===== src/rtl/sec_key_seq.sv =====
// Bus-mapped security key sequencer. An LFSR advances on each qualified read and
// checks the address-supplied key. A run of correct keys unlocks the block, and repeated misses latch a fault.
module sec_key_seq #(
    parameter int unsigned        STATE_W  = 6,
    parameter logic [STATE_W-1:0] TAPS     = 6'h30,
    parameter logic [STATE_W-1:0] INIT     = 6'h01,
    parameter int unsigned        KEY_W    = 4,
    parameter logic [KEY_W-1:0]   KEY_MASK = '0,
    parameter int unsigned        OUT_W    = 2,
    parameter int unsigned        SEQ_LEN  = 4,
    parameter int unsigned        MAX_FAIL = 3
) (
    input  logic               clk,
    input  logic               rst,
    input  logic               sel,
    input  logic               rd,
    input  logic [KEY_W-1:0]   key,
    output logic [OUT_W-1:0]   dout,
    output logic               dout_vld,
    output logic [STATE_W-1:0] state,
    output logic               unlocked,
    output logic               fault
);

    typedef enum logic [1:0] {
        LOCKED   = 2'd0,
        UNLOCKED = 2'd1,
        FAULT    = 2'd2
    } fsm_e;

    fsm_e               fsm_q, fsm_d;
    logic [STATE_W-1:0] state_q, state_d;
    logic [3:0]         match_cnt_q, match_cnt_d;
    logic [3:0]         fail_cnt_q, fail_cnt_d;
    logic [OUT_W-1:0]   dout_q, dout_d;
    logic               dout_vld_q, dout_vld_d;
    logic               unlocked_q, unlocked_d;
    logic               fault_q, fault_d;

    logic               rd_acc;
    logic               wr_acc;
    logic               fb;
    logic [STATE_W-1:0] state_adv;
    logic [KEY_W-1:0]   exp_key;
    logic [OUT_W-1:0]   rb_locked;
    logic [OUT_W-1:0]   rb_open;
    logic [3:0]         match_inc;
    logic [3:0]         fail_inc;

    assign rd_acc = sel & rd;
    assign wr_acc = sel & ~rd;

    // Every value below is derived from the pre-advance state.
    assign fb        = ^(state_q & TAPS);
    assign state_adv = {state_q[STATE_W-2:0], fb};
    assign exp_key   = state_q[KEY_W-1:0] ^ KEY_MASK;
    assign rb_open   = state_q[OUT_W-1:0];
    assign rb_locked = state_q[STATE_W-1 -: OUT_W] ^ state_q[OUT_W-1:0];
    assign match_inc = match_cnt_q + 4'd1;
    assign fail_inc  = fail_cnt_q + 4'd1;

    always_comb begin
        // NOTE: every _d gets a hold default first so no path through the case infers a latch.
        fsm_d       = fsm_q;
        state_d     = state_q;
        match_cnt_d = match_cnt_q;
        fail_cnt_d  = fail_cnt_q;
        dout_d      = dout_q;
        dout_vld_d  = rd_acc;

        unique case (fsm_q)
            LOCKED: begin
                if (rd_acc) begin
                    state_d = state_adv;
                    dout_d  = rb_locked;
                    if (key == exp_key) begin
                        fail_cnt_d = 4'd0;
                        if (match_inc == 4'(SEQ_LEN)) begin
                            fsm_d       = UNLOCKED;
                            match_cnt_d = 4'd0;
                        end else begin
                            match_cnt_d = match_inc;
                        end
                    end else begin
                        match_cnt_d = 4'd0;
                        fail_cnt_d  = fail_inc;
                        if (fail_inc == 4'(MAX_FAIL)) begin
                            fsm_d = FAULT;
                        end
                    end
                end else if (wr_acc) begin
                    match_cnt_d = 4'd0;
                    fail_cnt_d  = 4'd0;
                end
            end
            UNLOCKED: begin
                if (rd_acc) begin
                    state_d = state_adv;
                    dout_d  = rb_open;
                end else if (wr_acc) begin
                    fsm_d       = LOCKED;
                    match_cnt_d = 4'd0;
                    fail_cnt_d  = 4'd0;
                end
            end
            FAULT: begin
                // Frozen until reset; writes are ignored, but reads still strobe a zero.
                if (rd_acc) begin
                    dout_d = '0;
                end
            end
            default: begin
                fsm_d = LOCKED;
            end
        endcase

        unlocked_d = (fsm_d == UNLOCKED);
        fault_d    = (fsm_d == FAULT);
    end

    always_ff @(posedge clk) begin
        // NOTE: registers are updated only with non-blocking assignments so all of them see the same pre-edge values.
        if (rst) begin
            fsm_q       <= LOCKED;
            state_q     <= INIT;
            match_cnt_q <= 4'd0;
            fail_cnt_q  <= 4'd0;
            dout_q      <= '0;
            dout_vld_q  <= 1'b0;
            unlocked_q  <= 1'b0;
            fault_q     <= 1'b0;
        end else begin
            fsm_q       <= fsm_d;
            state_q     <= state_d;
            match_cnt_q <= match_cnt_d;
            fail_cnt_q  <= fail_cnt_d;
            dout_q      <= dout_d;
            dout_vld_q  <= dout_vld_d;
            unlocked_q  <= unlocked_d;
            fault_q     <= fault_d;
        end
    end

    assign dout     = dout_q;
    assign dout_vld = dout_vld_q;
    assign state    = state_q;
    assign unlocked = unlocked_q;
    assign fault    = fault_q;

endmodule


===== config.mk =====
export PLATFORM = sky130hd
export DESIGN_NAME = sec_key_seq
export DESIGN_NICKNAME = d
export VERILOG_FILES = /design/src/rtl/sec_key_seq.sv
export SDC_FILE = /design/constraint.sdc
export NUM_CORES = 1
export LEC_CHECK = 0
export CAP_MARGIN = 10
export CELL_PAD_IN_SITES_DETAIL_PLACEMENT = 1
export CELL_PAD_IN_SITES_GLOBAL_PLACEMENT = 1
export CORE_MARGIN = 1
export CORE_UTILIZATION = 42
export DETAILED_ROUTE_END_ITERATION = 8
export PLACE_DENSITY_LB_ADDON = 0.1
export SYNTH_ARGS = -nofsm -noshare
export SYNTH_HDL_FRONTEND = slang
export SYNTH_SLANG_ARGS = --single-unit

===== constraint.sdc =====
create_clock -name clk -period 5 [get_ports clk]
set_clock_uncertainty 0.15 [all_clocks]
set_input_delay 0.75 -clock clk [delete_from_list [all_inputs] [get_ports clk]]
set_output_delay 0.75 -clock clk [all_outputs]
set_load 0.01 [all_outputs]

==> run metrics <==
status complete, no violations; via count 1069; DIE WIDTH 55.3 um; post-CTS sizing 0; global route overflow 0; die area 0.00306 mm^2; Synth Warn # 0; Port-buffer cells 18; Root Driver clkbuf_4; later-pin clock latency in the skew report 0.30 ns; top cells by area, synth dfxtp_1, ha_1, mux2i_1; syn avg cell area 8.60 um^2; synth cell count leaders dfxtp_1, nor2_1, nand2_1; GP Congestion 0.791; First-pass DRT Iterations 2; synth-to-layout area growth 19.2%; CTS tree built; core outline area 0.00259 mm^2; design area 0.00142 mm^2; routed wire length 2800 um; worst r2r src match_cnt_q[0]; worst hold slack 0.361 ns; die height 55.3 um; post-CTS setup buffers 0; pin count of the biggest net entering global routing 19; Main synth FF type dfxtp_1; Rel. slew slack 0.542; Post-synth ARST share 0; setup ws final 2.70 ns; post-layout min period 2.30 ns; Static Leakage 0.572 nW; row cnt 18; # hold bufs at CTS 0; flops & latches, synth 21; CTS sink count 21; Max Cap Violations 0; H-tree depth 1; startpoint types input port; FF+latch area 420 um^2; Finish-stage setup viols 0; Ant. Diodes 0; max-slew violations 0; most common cell in the netlist dfxtp_1; crit path kind input port to flop; Synth area leader dfxtp_1; type of the worst min-delay path flop to flop; arrival time at the worst endpoint 2.38 ns; detailed-route DRC error count 0; # IOs 19; Post-synth EDFFs 0; RSZ-0062 raised after global routing false; area of the multi-input gates 733 um^2; Cells after Synth 139; Final Cycle Share 0.461; initial core utilization 0.461; min-delay src fail_cnt_q[2]; Fillers 311; GRT Resource Usage Total 0.200; wire per inst 14.8 um; Worst-path clk slew 0.11 ns; VDD IR max 0.000153 V; NumNets Final 177; Tightest Pin Transition 0.685 ns; DP Area 0.00140 mm^2; initial drt markers 27; DP HPWL 2110 um; number of vias per cell 5.66; vias in the first global route 1137; Seq/Total Area, Yosys 0.352; Fmax 0.434 GHz; Syn Nets 156; Setup TNS Final 0 ns; synth unique cells 39; CTS Buf Count 3; Max Buffers Root-to-Sink 2; layout cells sized above 1 0.0629; crit-path max FO 5; initial antenna violation count 0; pwr/cell area 229 mW/mm^2; Post-Synthesis Cell Area 0.00119 mm^2; area share of the largest cell type after synthesis 0.352; Final ANT Viol Nets 0; first-pass GRT wire length 5020 um; Required @ worst endpoint 5.08 ns; crit path launch sel; Setup WS pre-CTS 2.38 ns; Crit. End Element flop; Final Hold Viols 0
==> through the flow <==
step	total power, mW	cells	util
after floorplan	0.223	139	-
after global placement	0.246	185	0.540
after detailed placement	0.248	185	0.540
after CTS	0.331	189	0.550
after global routing	0.344	189	0.550
final	0.326	189	0.550
==> sequential cells by signal, indices dropped and copies added, names as in the netlist <==
signal       flops
fault            1
match_cnt_q      4
unlocked         1
dout_vld         1
fail_cnt_q       4
state            6
fsm_q            2
dout             2
==> worst max-delay path, stage by stage <==
cell and delay, ns:
clkdlybuf4s50_1 0.55, and2_1 0.23, nand2_1 0.13, nor3_4 0.22
or3b_1 0.37, a21oi_1 0.13
==> path summary, 6_finish.rpt <==
check,to,slack (ns),depth (start not counted)
setup / recovery,match_cnt_q[0],2.70,6
hold / removal,fail_cnt_q[2],0.36,2
setup reg to reg,fault,2.89,6
hold reg to reg,fail_cnt_q[2],0.36,2
==> logic make-up (layout without fill, tap and decap cells) <==
logic type      Yosys count  in the layout  share of synthesized area
simple gates             56             56                      0.256
compound gates           32             32                      0.170
flops                    21             21                      0.352
fa+ha+maj                 9              9                     0.0942
buf+inv                   9             29                     0.0346
xor+xnor                  6              6                     0.0440
mux                       6              6                     0.0503
==> cell usage in the layout, fill, tap and decap left out, types with 2 or more instances in the layout <==
cell / instances
dfxtp_1: 21
clkdlybuf4s50_1: 18
nor2_1: 15
nand2_1: 13
a21oi_1: 10
ha_1: 9
inv_1: 7
mux2i_1: 6
o21ai_0: 6
xnor2_1: 5
nand3_1: 4
nor2b_1: 4
a22oi_1: 4
a211oi_1: 3
nand2b_1: 3
clkbuf_4: 3
a41oi_1: 2
nor3_1: 2
nand4_1: 2
or2_2: 2
==> cell type report <==
| cell class | count | area share |
|---|---|---|
| Inverter | 7 | 0.0185 |
| Sequential cell | 21 | 0.295 |
| Multi-Input combinational cell | 109 | 0.515 |
| Timing Repair Buffer | 18 | 0.127 |
| Clock buffer | 4 | 0.0185 |
| Tap cell | 30 | 0.0264 |
==> routing by layer <==
| metal | GRT usage | share of wire |
|---|---|---|
| met1 | 0.233 | 0.46 |
| met2 | 0.373 | 0.51 |
| met3 | 0.0281 | 0.024 |
| met4 | 0.0607 | 0.0054 |
| met5 | 0 | 0 |
==> power by group <==
| part | total [mW] | internal [mW] | leakage, nW | switching [mW] |
|---|---|---|---|---|
| clock network | 0.0815 | 0.0311 | 0.0150 | 0.0505 |
| logic | 0.0643 | 0.0301 | 0.387 | 0.0342 |
| registers | 0.180 | 0.174 | 0.170 | 0.00654 |
No activity file was read; power rests on OpenSTA's default activity.
